**src/rtl/ps2_keys_pkg.sv**
```systemverilog
// ps2_keys_pkg
// Shared definitions for the PS/2 key tracker: scancode constants, the
// ignored-byte classifier and the prefix-decoder state encoding.
package ps2_keys_pkg;

  localparam logic [7:0] SC_EXT   = 8'hE0;
  localparam logic [7:0] SC_BRK   = 8'hF0;
  localparam logic [7:0] SC_SPACE = 8'h29;
  localparam logic [7:0] SC_UP    = 8'h75;  // E0-prefixed
  localparam logic [7:0] SC_DOWN  = 8'h72;  // E0-prefixed
  localparam logic [7:0] SC_ENTER = 8'h5A;

  // Keyboard housekeeping bytes (ACK, BAT result, echo, resend, errors,
  // Pause prefix) that never form part of a make/break code.
  function automatic logic is_ignored(input logic [7:0] b);
    case (b)
      8'h00, 8'hAA, 8'hEE, 8'hFA, 8'hFE, 8'hFF, 8'hE1: is_ignored = 1'b1;
      default:                                          is_ignored = 1'b0;
    endcase
  endfunction

  typedef enum logic [1:0] {
    ST_IDLE    = 2'd0,
    ST_EXT     = 2'd1,
    ST_BRK     = 2'd2,
    ST_EXT_BRK = 2'd3
  } state_t;

endpackage

```
**src/rtl/ps2_key_tracker.sv**
```systemverilog
// ps2_key_tracker
// Decodes the PS/2 byte stream into make/break events, tracks the held state
// of the game keys and produces one-cycle press pulses.
// Ports:
//   CLOCK_50     in   system clock (rising edge)
//   resetn       in   asynchronous active-low reset
//   ps2_data     in   received byte, qualified by ps2_data_en
//   ps2_data_en  in   one-cycle strobe per byte
//   event_*      out  decoded event pulse and its qualifiers / code
//   *_held       out  current held state of jump / duck / start
//   *_press      out  one-cycle pulse on held 0->1
//   proto_error  out  one-cycle pulse on prefix violation or timeout
module ps2_key_tracker
  import ps2_keys_pkg::*;
#(
  parameter int PREFIX_TIMEOUT = 100000
) (
  input  logic       CLOCK_50,
  input  logic       resetn,
  input  logic [7:0] ps2_data,
  input  logic       ps2_data_en,
  output logic       event_valid,
  output logic       event_break,
  output logic       event_ext,
  output logic [7:0] event_code,
  output logic       jump_held,
  output logic       duck_held,
  output logic       start_held,
  output logic       jump_press,
  output logic       start_press,
  output logic       proto_error
);

  localparam int TW = (PREFIX_TIMEOUT > 2) ? $clog2(PREFIX_TIMEOUT) : 1;
  localparam logic [TW-1:0] TIMER_LAST = TW'(PREFIX_TIMEOUT - 1);

  state_t        r_state, w_state_nxt;
  logic [TW-1:0] r_timer, w_timer_nxt;
  logic          r_space, r_up, r_down, r_enter;
  logic          w_space_nxt, w_up_nxt, w_down_nxt, w_enter_nxt;
  logic          w_evt, w_brk, w_ext, w_err;
  logic          w_jump_old, w_jump_new;

  logic          r_event_valid, r_event_break, r_event_ext;
  logic [7:0]    r_event_code;
  logic          r_jump_held, r_jump_press, r_start_press, r_proto_error;

  // Prefix decoder: a byte on the strobe always wins over a timeout that
  // would expire in the same cycle.
  always_comb begin
    w_state_nxt = r_state;
    w_timer_nxt = r_timer;
    w_evt       = 1'b0;
    w_brk       = 1'b0;
    w_ext       = 1'b0;
    w_err       = 1'b0;
    if (ps2_data_en) begin
      w_timer_nxt = '0;
      case (r_state)
        ST_IDLE: begin
          if (is_ignored(ps2_data)) begin
            w_state_nxt = ST_IDLE;
          end else if (ps2_data == SC_EXT) begin
            w_state_nxt = ST_EXT;
          end else if (ps2_data == SC_BRK) begin
            w_state_nxt = ST_BRK;
          end else begin
            w_evt = 1'b1;
          end
        end
        ST_EXT: begin
          if (is_ignored(ps2_data)) begin
            w_err       = 1'b1;
            w_state_nxt = ST_IDLE;
          end else if (ps2_data == SC_BRK) begin
            w_state_nxt = ST_EXT_BRK;
          end else if (ps2_data == SC_EXT) begin
            // Duplicate E0: flag it but keep waiting for the real code.
            w_err = 1'b1;
          end else begin
            w_evt       = 1'b1;
            w_ext       = 1'b1;
            w_state_nxt = ST_IDLE;
          end
        end
        ST_BRK, ST_EXT_BRK: begin
          w_state_nxt = ST_IDLE;
          if (is_ignored(ps2_data) || ps2_data == SC_EXT || ps2_data == SC_BRK) begin
            w_err = 1'b1;
          end else begin
            w_evt = 1'b1;
            w_brk = 1'b1;
            w_ext = (r_state == ST_EXT_BRK);
          end
        end
        default: w_state_nxt = ST_IDLE;
      endcase
    end else if (r_state != ST_IDLE) begin
      if (r_timer == TIMER_LAST) begin
        w_err       = 1'b1;
        w_state_nxt = ST_IDLE;
        w_timer_nxt = '0;
      end else begin
        w_timer_nxt = r_timer + TW'(1);
      end
    end
  end

  // Key map: only the four game keys own a held bit.
  always_comb begin
    w_space_nxt = r_space;
    w_up_nxt    = r_up;
    w_down_nxt  = r_down;
    w_enter_nxt = r_enter;
    if (w_evt) begin
      if (!w_ext && ps2_data == SC_SPACE) w_space_nxt = ~w_brk;
      if ( w_ext && ps2_data == SC_UP)    w_up_nxt    = ~w_brk;
      if ( w_ext && ps2_data == SC_DOWN)  w_down_nxt  = ~w_brk;
      if (!w_ext && ps2_data == SC_ENTER) w_enter_nxt = ~w_brk;
    end
    w_jump_old = r_space | r_up;
    w_jump_new = w_space_nxt | w_up_nxt;
  end

  always_ff @(posedge CLOCK_50 or negedge resetn) begin
    if (!resetn) begin
      r_state       <= ST_IDLE;
      r_timer       <= '0;
      r_space       <= 1'b0;
      r_up          <= 1'b0;
      r_down        <= 1'b0;
      r_enter       <= 1'b0;
      r_event_valid <= 1'b0;
      r_event_break <= 1'b0;
      r_event_ext   <= 1'b0;
      r_event_code  <= 8'h00;
      r_jump_held   <= 1'b0;
      r_jump_press  <= 1'b0;
      r_start_press <= 1'b0;
      r_proto_error <= 1'b0;
    end else begin
      r_state       <= w_state_nxt;
      r_timer       <= w_timer_nxt;
      r_space       <= w_space_nxt;
      r_up          <= w_up_nxt;
      r_down        <= w_down_nxt;
      r_enter       <= w_enter_nxt;
      r_event_valid <= w_evt;
      if (w_evt) begin
        r_event_break <= w_brk;
        r_event_ext   <= w_ext;
        r_event_code  <= ps2_data;
      end
      r_jump_held   <= w_jump_new;
      r_jump_press  <= ~w_jump_old & w_jump_new;
      r_start_press <= ~r_enter & w_enter_nxt;
      r_proto_error <= w_err;
    end
  end

  assign event_valid = r_event_valid;
  assign event_break = r_event_break;
  assign event_ext   = r_event_ext;
  assign event_code  = r_event_code;
  assign jump_held   = r_jump_held;
  assign duck_held   = r_down;
  assign start_held  = r_enter;
  assign jump_press  = r_jump_press;
  assign start_press = r_start_press;
  assign proto_error = r_proto_error;

endmodule

```
**config.mk**
```make
export PLATFORM = sky130hd
export DESIGN_NAME = ps2_key_tracker
export DESIGN_NICKNAME = d
export VERILOG_FILES = /design/src/rtl/ps2_keys_pkg.sv /design/src/rtl/ps2_key_tracker.sv
export SDC_FILE = /design/constraint.sdc
export NUM_CORES = 1
export LEC_CHECK = 0
export BUFFER_PORTS_ARGS = -buffer_cell sky130_fd_sc_hd__buf_2
export CORE_UTILIZATION = 60
export CTS_CLUSTER_SIZE = 8
export DETAILED_ROUTE_END_ITERATION = 8
export HOLD_SLACK_MARGIN = 0.02
export PLACE_DENSITY_LB_ADDON = 0.05
export SETUP_SLACK_MARGIN = 0.3
export SYNTH_ARGS = -nofsm -noshare
export SYNTH_HDL_FRONTEND = slang
export SYNTH_SLANG_ARGS = --single-unit
```
**constraint.sdc**
```tcl
create_clock -name CLOCK_50 -period 4.79 [get_ports CLOCK_50]
set_input_delay 0.7185 -clock CLOCK_50 [delete_from_list [all_inputs] [get_ports CLOCK_50]]
set_output_delay 0.7185 -clock CLOCK_50 [all_outputs]
set_load 0.005 [all_outputs]
```
[After elaboration in Yosys (flattened, before gate mapping)]
Cells that the tools add are included.
W data, S select, Z words.
Word-level totals
  flip-flop bits (word level): 38
  logic and storage cells: 104
Operators by class
  add/subtract/negate cells: 1
  equality and inequality tests: 18
  mux-type cells: 48
  bitwise logic cells: 7
  reduce and logical (&&, ||, !) cells: 16
Operators by type and width (number)
  $eq A8 B8 Y1 const B: 8
  $mux W17: 3
  $mux W1: 32
  $eq A8 B7 Y1 const B: 3
  $mux W2: 9
  $add A17 B1 Y17 const B: 1
  $eq A17 B17 Y1 const B: 1
  $ne A5 B5 Y1 const B: 2
  $eq A8 B6 Y1 const B: 1
  $logic_not A8 Y1: 1
  $reduce_or A7 Y1: 1
  $pmux W2 S3: 1
  $reduce_bool A2 Y1: 3
  $eq A2 B2 Y1 const B: 2
  $logic_and A1 B1 Y1: 4
  $pmux W1 S2: 2
  $reduce_and A4 Y1: 1
  $not A1 Y1: 3
  $pmux W1 S3: 1
  $and A1 B1 Y1: 2
  $eq A2 B1 Y1 const B: 1
  $logic_not A2 Y1: 1
  $logic_or A1 B1 Y1: 2
  $or A1 B1 Y1: 2
  other kinds (3): 3

[Logic depth before layout (Yosys ltp)]
Gate-level depths: netlist of the first run.
  depth after elaboration: 16
  gate-level depth with buffers: 8
  gate-level depth less buffers: 6

[Worst setup path after synthesis of the first run]
No wires, ideal clock.
  kind: input-to-reg
  from: input ps2_data[2]
  to: register r_event_code[5], in the netlist event_code[5]
  data arrival time: 2.624 ns
  required time: 4.665 ns
  slack: 2.041 ns
  stages: 8
  buffers on the path: 3
  path through: buf_6 > or4_4 > or4b_1 > nand3_2 > or2_1 > buf_6 > buf_12 > mux2_4
On the way
  cells in the longest elaborated chain, start to end: 10
Ends and longest elaborated chain
  from (decl): line ps2_key_tracker.sv:20  | input logic [7:0] ps2_data,
  $eq A8 B8 Y1 / $logic_not A8 Y1 (equally long branches): line ps2_keys_pkg.sv:16  | case (b)
  $reduce_or A7 Y1: line ps2_keys_pkg.sv:16
  $mux W1: line ps2_keys_pkg.sv:16
  $mux W1: line ps2_key_tracker.sv:59  | case (r_state)
  $mux W1: line ps2_key_tracker.sv:57  | if (ps2_data_en) begin
  $logic_or A1 B1 Y1 (2 in a row): line ps2_key_tracker.sv:88  | if (is_ignored(ps2_data) || ps2_data == SC_EXT || ps2_data == SC_BRK) begin
  $mux W1: line ps2_key_tracker.sv:88
  $pmux W1 S3 (*): line ps2_key_tracker.sv:59
  $mux W1 (*): line ps2_key_tracker.sv:57
  to (signal assigned): line ps2_key_tracker.sv:152  | r_event_code <= ps2_data;
  to (decl): line ps2_key_tracker.sv:45  | logic [7:0] r_event_code;
Mark *: on every way between the ends. The rest lies on a longest branch, timed or not. The select of a mux whose other input is x is not followed.
A chain may end at the register's enable or synchronous reset.

[Worst setup path in the final report of the first run]
  from: input ps2_data[0]
  to: register r_event_code[0], in the netlist event_code[0]
On the way
  cells in the longest elaborated chain, start to end: 10
Ends and longest elaborated chain (line)
  $eq A8 B8 Y1 / $logic_not A8 Y1 (equally long branches): ps2_keys_pkg.sv:16
  $reduce_or A7 Y1: ps2_keys_pkg.sv:16
  $mux W1: ps2_keys_pkg.sv:16
  $mux W1: ps2_key_tracker.sv:59
  $mux W1: ps2_key_tracker.sv:57
  $logic_or A1 B1 Y1 (2 in a row): ps2_key_tracker.sv:88
  $mux W1: ps2_key_tracker.sv:88
  $pmux W1 S3: ps2_key_tracker.sv:59
  $mux W1: ps2_key_tracker.sv:57
Parallel ways exist; a longest one is shown, timed or not. The select of a mux whose other input is x is not followed.

==> impl_metrics.py, run 1 <==
metrics = {
    "run_status": {
        "status": "complete, no violations",
    },
    "global_route": {
        "grt_pass1_vias": 1414,
        "grt_pass1_wl_mm": 6.313,
        "grt_antenna_before_repair": 0,
        "grt_max_degree": 39,
        "grt-ovfl-total": 0,
        "grt_util_all_layers_pct": 24.38,
    },
    "logic_synthesis": {
        "syn_avg_cell_area_sq_um": 10.35,
        "async_reset_ff_share_pct": 100.0,
        "synthTopCellsByArea": "dfrtp_1 (49%), mux2_2 (4.7%), nand4_1 (3.6%)",
        "ys_seq_area_share_pct": 49.13,
        "ys_warn_count": 0,
        "synth_mux_area_share_pct": 8.016,
        "synth_area_sq_um": 1936,
        "synth_edf_count": 0,
        "synthAdderAreaFrac_pct": 0.6464,
        "synth_xor_area_share_pct": 4.977,
        "ys_ff_latch": 38,
        "synth_simple_gate_area_share_pct": 24.05,
        "synth_top_area_cell": "dfrtp_1",
        "synth_top_family_by_area": "simple AND/OR/NAND/NOR gates",
        "yosysTopAreaCellShare_pct": 49.13,
        "syn_inst": 187,
        "synth_compound_area_share_pct": 9.050,
        "synth_ff_type": "dfrtp_1",
        "ys_types": 41,
        "syn_nets": 199,
    },
    "cts": {
        "cts.path.max_buffers": 2,
        "clkSlewWorstSetupHoldPaths_ps": 110,
        "cts-root-buf": "clkbuf_4",
        "cts_resized": 0,
        "htreeDepth": 2,
        "clk_latency_ps": 340,
        "cts_setup_buffers": 0,
        "cts_tree": "built",
        "cts_inserted_buffers": 5,
        "cts_sinks": 38,
        "holdBufCountCts": 0,
    },
    "routing": {
        "dr.pass1.iters": 4,
        "viasPerCell": 5.934,
        "postRouteWirelength_mm": 3.891,
        "num_vias": 1531,
        "antenna_left": 0,
        "remaining_drc_errors": 0,
        "post_drt_wl_per_cell_um": 15.08,
        "drt_iter0_drc": 84,
    },
    "floorplanning": {
        "die-area_sq_um": 3457,
        "die_x_um": 58.80,
        "placementRows": 20,
        "io_pins": 28,
        "initial_core_util_pct": 63.40,
        "die_h_um": 58.80,
        "design.core.area_sq_um": 3053,
    },
    "power_and_ir_drop": {
        "pwr_density_cell_nw_per_um2": 274.1,
        "p_int_uw": 434.1,
        "comb_power_share_pct": 11.3,
        "p_leak_uw": 0.0009989,
        "vdd_drop_max_mv": 0.1364,
        "power_frac_seq_pct": 59.1,
        "p_clk_share_pct": 29.6,
        "p_sw_share_pct": 25.58,
        "p_sw_uw": 149.2,
    },
    "critical_path": {
        "end_kind": "flip-flop",
        "worstPathCellList": "buf_2 > or4_4 > or4b_1 > nand3_2 > or2_1 > mux2_2",
        "worstSetupPathType": "in -> reg",
        "worstPathMaxFanout": 17,
        "crit_slowest_cell": "or2_1",
        "crit_arrival_ps": 3100,
        "cp_slowest_stage_delay_ps": 580,
        "worstPathRequired_ps": 5020,
        "startpoint_type": "primary input",
    },
    "place": {
        "dp_hpwl_mm": 2.756,
        "placed_cell_area_sq_um": 2068,
        "gp_congestion": 0.8433,
        "dp_worst_setup_slack_ps": 1563,
        "portBuffers": 27,
    },
    "layout": {
        "final_layout_size_suffix_gt1_share_pct": 23.36,
        "layout.nets": 225,
        "fin_area_sq_um": 2128,
        "diodes": 0,
        "mostFrequentLayoutCells": "dfrtp_1 (38), buf_2 (27), nor2_1 (18)",
        "final_common_cell": "dfrtp_1",
        "area_delta_synth_final_pct": 9.955,
    },
    "sta": {
        "clock.fmax_mhz": 348.8,
        "period_minus_slack_ps": 2867,
        "slew_headroom_pct": 34.60,
        "tns_ps": 0,
        "finalMaxSlewViolations": 0,
        "skew_ps": 4.210,
        "finalCritPeriodShare_pct": 59.84,
        "layout_setup_ws_ps": 1923,
        "hold_violations": 0,
        "rsz0062_at_grt": "false",
        "worst_slew_pin_slew_ps": 967.4,
        "setup_viol": 0,
    },
    "run": {
        "drv_cap": 0,
    },
    "worst_hold_path": {
        "hold_path.class": "in -> async",
    },
}
==> state kept, by name, summed over array words and instances (netlist names) <==
| signal | flops |
|---|---|
| r_timer | 17 |
| event_code | 8 |
| r_state | 2 |
| duck_held | 1 |
| event_break | 1 |
| event_ext | 1 |
| event_valid | 1 |
| jump_held | 1 |
| jump_press | 1 |
| proto_error | 1 |
| r_space | 1 |
| r_up | 1 |
| start_held | 1 |
| start_press | 1 |
==> cell type report <==
cell class / count / area (sq um)
flip-flops and latches: 38 / 950.9
fillers: 261 / 924.6
multi-input cells: 136 / 904.6
repair buffers: 28 / 142.6
clock buffers: 7 / 55.05
well taps: 44 / 55.05
inverters: 4 / 15.01
clock inverters: 1 / 5.005
==> logic make-up after synthesis <==
logic type | count (synthesis)
compound gates | 26
xor+xnor | 11
fa+ha+maj | 1
buf+inv | 13
flops | 38
mux | 13
simple gates | 85
==> layer usage <==
metal	routed length [um]	share of wire (%)	global-route usage [%]	up-vias
met5	0	0	0	-
li1	-	-	-	738
met3	213	5.5	4.835	9
met2	1772	46	36.36	52
met4	69	1.8	11.22	0
met1	1835	47	34.34	732
==> critical path, delay by kind of cell <==
family	cells	cell delay [ps]
AND/OR/NAND/NOR	4	1820
multiplexers	1	410
buffers and inverters	1	140
==> through the flow <==
| stage | utilization (%) | power, uW | hold WS, ps | cells |
|---|---|---|---|---|
| global placement | 67.75 | 412.6 | 472.1 | 250 |
| detailed placement | 67.75 | 417.1 | 488.8 | 250 |
| CTS | 69.71 | 588.7 | 481.9 | 258 |
| global route | 69.71 | 608.6 | 517.6 | 258 |
| finish | 69.71 | 583.3 | 455.2 | 258 |
| floorplan | - | 387.8 | 422.9 | 187 |
==> power by group through the flow <==
stage,logic [uW],clock network (uW),registers [uW]
global placement,63.3,0,349
detailed placement,66.3,0,351
finish,66.0,173,345
CTS,66.5,178,345
floorplan,37.9,0,350
global route,73.2,189,346
==> worst paths after layout <==
path	startpoint	endpoint	slack, ps	cells after the start
max in group asynchronous	resetn	event_code[4]$_DFFE_PN0N_	3830	1
max reg2reg	r_state[1]$_DFFE_PN0P_	r_timer[13]$_DFFE_PN0N_	2520	5
min	resetn	event_code[5]$_DFFE_PN0N_	460	1
max	ps2_data[0]	event_code[0]$_DFFE_PN0N_	1920	6
min in group CLOCK_50	r_up$_DFF_PN0_	jump_press$_DFF_PN0_	510	2
min reg2reg	r_up$_DFF_PN0_	jump_press$_DFF_PN0_	510	2
==> synth_stat cells (4+ instances only) <==
cell      number
a21oi_1        4
a31oi_1        4
and3_1         6
clkbuf_1       5
dfrtp_1       38
inv_1          4
mux2_2         8
nand2_1       13
nand3_1       10
nand4_1       11
nor2_1        18
nor3_1         6
o21ai_0        5
o31ai_1        7
xnor2_1        4
xor2_1         7
Note: power is estimated with default switching activity, not from simulation.
==> run 2: changes to the inputs <==
--- a/config.mk
+++ b/config.mk
@@ -5,8 +5,9 @@
 export SDC_FILE = /design/constraint.sdc
 export NUM_CORES = 1
 export LEC_CHECK = 0
+export ABC_AREA = 1
 export BUFFER_PORTS_ARGS = -buffer_cell sky130_fd_sc_hd__buf_2
-export CORE_UTILIZATION = 60
+export CORE_UTILIZATION = 57
 export CTS_CLUSTER_SIZE = 8
 export DETAILED_ROUTE_END_ITERATION = 8
 export HOLD_SLACK_MARGIN = 0.02
==> constraint.sdc (replaced) <==
create_clock -name CLOCK_50 -period 2.65 [get_ports CLOCK_50]
set_input_delay 0.3975 -clock CLOCK_50 [delete_from_list [all_inputs] [get_ports CLOCK_50]]
set_output_delay 0.3975 -clock CLOCK_50 [all_outputs]
set_load 0.005 [all_outputs]
==> impl_metrics.py, run 2 <==
metrics = {
    "run_status": {
        "status": "complete, no violations",
    },
    "layout": {
        "multi_input_area_sq_um": 899.6,
        "layout.nets": 299,
        "area_delta_synth_final_pct": 11.28,
        "final_layout_size_suffix_gt1_share_pct": 18.75,
        "instances_no_fill": 334,
        "seq_area_sq_um": 950.9,
        "largest_reg_flops": 17,
        "regMostFlops": "r_timer",
        "fillers": 332,
        "mostFrequentLayoutCells": "nand2_1 (61), dfrtp_1 (38), inv_1 (33)",
        "final_common_cell": "nand2_1",
        "diodes": 0,
    },
    "cts": {
        "htreeDepth": 2,
        "holdBufCountCts": 0,
        "cts_tree": "built",
        "cts-root-buf": "clkbuf_4",
        "cts.path.max_buffers": 2,
        "cts_sinks": 38,
        "clk_latency_ps": 340,
        "cts_resized": 0,
        "cts_setup_buffers": 0,
        "cts_inserted_buffers": 5,
        "clkSlewWorstSetupHoldPaths_ps": 110,
    },
    "global_route": {
        "grt_max_degree": 39,
        "grt_antenna_before_repair": 0,
        "grt_pass1_vias": 1531,
        "grt_util_all_layers_pct": 22.16,
        "grt-ovfl-total": 0,
        "grt_pass1_wl_mm": 6.106,
    },
    "logic_synthesis": {
        "synth_top_area_cell": "dfrtp_1",
        "syn_avg_cell_area_sq_um": 7.884,
        "synth.most_common_cell": "nand2_1",
        "ys_warn_count": 0,
        "synth_area_sq_um": 2018,
        "async_reset_ff_share_pct": 100.0,
        "synthTopCellsByArea": "dfrtp_1 (47%), nand2_1 (11%), inv_1 (6.1%)",
        "synth_ff_type": "dfrtp_1",
        "synth_edf_count": 0,
        "ys_ff_latch": 38,
        "netlist_top_cells_count": "nand2_1 (61), dfrtp_1 (38), inv_1 (33)",
        "syn_inst": 256,
        "syn_nets": 268,
        "ys_types": 32,
        "ys_seq_area_share_pct": 47.12,
        "yosysTopAreaCellShare_pct": 47.12,
    },
    "floorplanning": {
        "design.core.area_sq_um": 3363,
        "placementRows": 21,
        "die-area_sq_um": 3783,
        "initial_core_util_pct": 60.01,
        "io_pins": 28,
        "die_x_um": 61.51,
        "die_h_um": 61.51,
    },
    "routing": {
        "postRouteWirelength_mm": 3.800,
        "antenna_left": 0,
        "drt_iter0_drc": 76,
        "viasPerCell": 5.072,
        "dr_wl_met2_mm": 1.838,
        "remaining_drc_errors": 0,
        "dr.pass1.iters": 4,
        "post_drt_wl_per_cell_um": 11.38,
        "num_vias": 1694,
        "met1_length_mm": 1.793,
        "wl_met3_um": 95,
        "top_layer_used": "met4",
    },
    "critical_path": {
        "worstSetupPathType": "reg -> reg",
        "worstReg2RegStart": "r_timer[1]$_DFFE_PN0N_",
        "reg2reg_to": "r_state[1]$_DFFE_PN0P_",
        "worstPathMaxFanout": 6,
        "end_kind": "flip-flop",
        "r2r_slack_ps": 920,
        "startpoint_type": "flip-flop",
        "r2r_cells": 10,
        "worstPathRequired_ps": 2880,
        "crit_arrival_ps": 1950,
    },
    "sta": {
        "rsz0062_at_grt": "false",
        "slew_headroom_pct": 45.86,
        "tns_ps": 0,
        "finalMaxSlewViolations": 0,
        "period_minus_slack_ps": 1726,
        "skew_ps": 10.24,
        "hold_violations": 0,
        "worst_slew_pin_slew_ps": 812.1,
        "clock.fmax_mhz": 579.4,
        "setup_viol": 0,
        "finalCritPeriodShare_pct": 65.13,
    },
    "place": {
        "dp_hpwl_mm": 2.890,
        "portBuffers": 27,
        "gp_congestion": 0.9084,
        "placedCellCount": 326,
    },
    "run": {
        "drv_cap": 0,
    },
    "power_and_ir_drop": {
        "pwr_density_cell_nw_per_um2": 588.4,
        "vdd_drop_max_mv": 0.2921,
        "p_leak_uw": 0.001125,
    },
    "worst_hold_path": {
        "hold_path.class": "in -> async",
    },
}
[run 2: critical path: stages, from the launching register on]
cell and delay [ps]:
dfrtp_1 400, ha_1 200, nand3_1 140, inv_1 80, nand4_1 120, nand2_1 110, nand2_1 140, nor2_1 220
o21ai_4 90, nand2_1 60, o21ai_1 60
[run 2: worst max path at each step]
stage,slack [ps],from,to,cells past startpoint
4_1_cts,920,r_timer[1]$_DFFE_PN0N_,r_state[1]$_DFFE_PN0P_,10
6_report,920,r_timer[1]$_DFFE_PN0N_,r_state[1]$_DFFE_PN0P_,10
3_5_place_dp,670,ps2_data[7],start_held$_DFF_PN0_,10
2_1_floorplan,1150,ps2_data[6],jump_press$_DFF_PN0_,8
3_3_place_gp,740,ps2_data[7],start_held$_DFF_PN0_,10
5_1_grt,720,r_timer[0]$_DFFE_PN0N_,r_timer[5]$_DFFE_PN0N_,9
[run 2: power breakdown]
group          total, uW  switching (uW)  internal (uW)
Sequential           703            60.6            643
Combinational        311             203            107
Clock                308             179            129
Total               1320             443            879
[run 2: final cells by class]
| type | instances | area share [%] |
|---|---|---|
| multi-input combinational | 178 | 40.06 |
| clock buffer | 7 | 2.451 |
| sequential | 38 | 42.34 |
| clock inverter | 1 | 0.2228 |
| inverter | 36 | 6.017 |
| timing repair buffer | 28 | 6.351 |
| tap | 46 | 2.563 |
[run 2: logic make-up after synthesis]
logic type / count (synthesis) / synth area share [%]
DFF: 38 / 47.12
adders and majority gates: 1 / 0.6199
and+or+nand+nor: 135 / 30.94
AOI/OAI and AO/OA: 36 / 10.42
xor gates and xnor gates: 6 / 2.604
buffers and inverters: 40 / 8.307
[run 2: metal layers]
layer / GRT usage [%] / vias to the layer above
met1: 26.03 / 776
met2: 39.02 / 21
met4: 10.48 / 0
met5: 0 / -
li1: - / 888
met3: 3.992 / 9
[run 2: metrics by stage]
stage          util [%]  total power (uW)  setup WS (ps)  instance area (sq um)  hold slack (ps)
2_1_floorplan         -             918.3           1147                   2018            101.9
3_3_place_gp      64.99              1019          745.0                   2186            438.0
3_5_place_dp      64.99              1027          672.7                   2186            445.9
4_1_cts           66.78              1336          924.9                   2246            164.6
5_1_grt           66.78              1408          717.8                   2246            201.9
6_report          66.78              1321          924.0                   2246            137.4
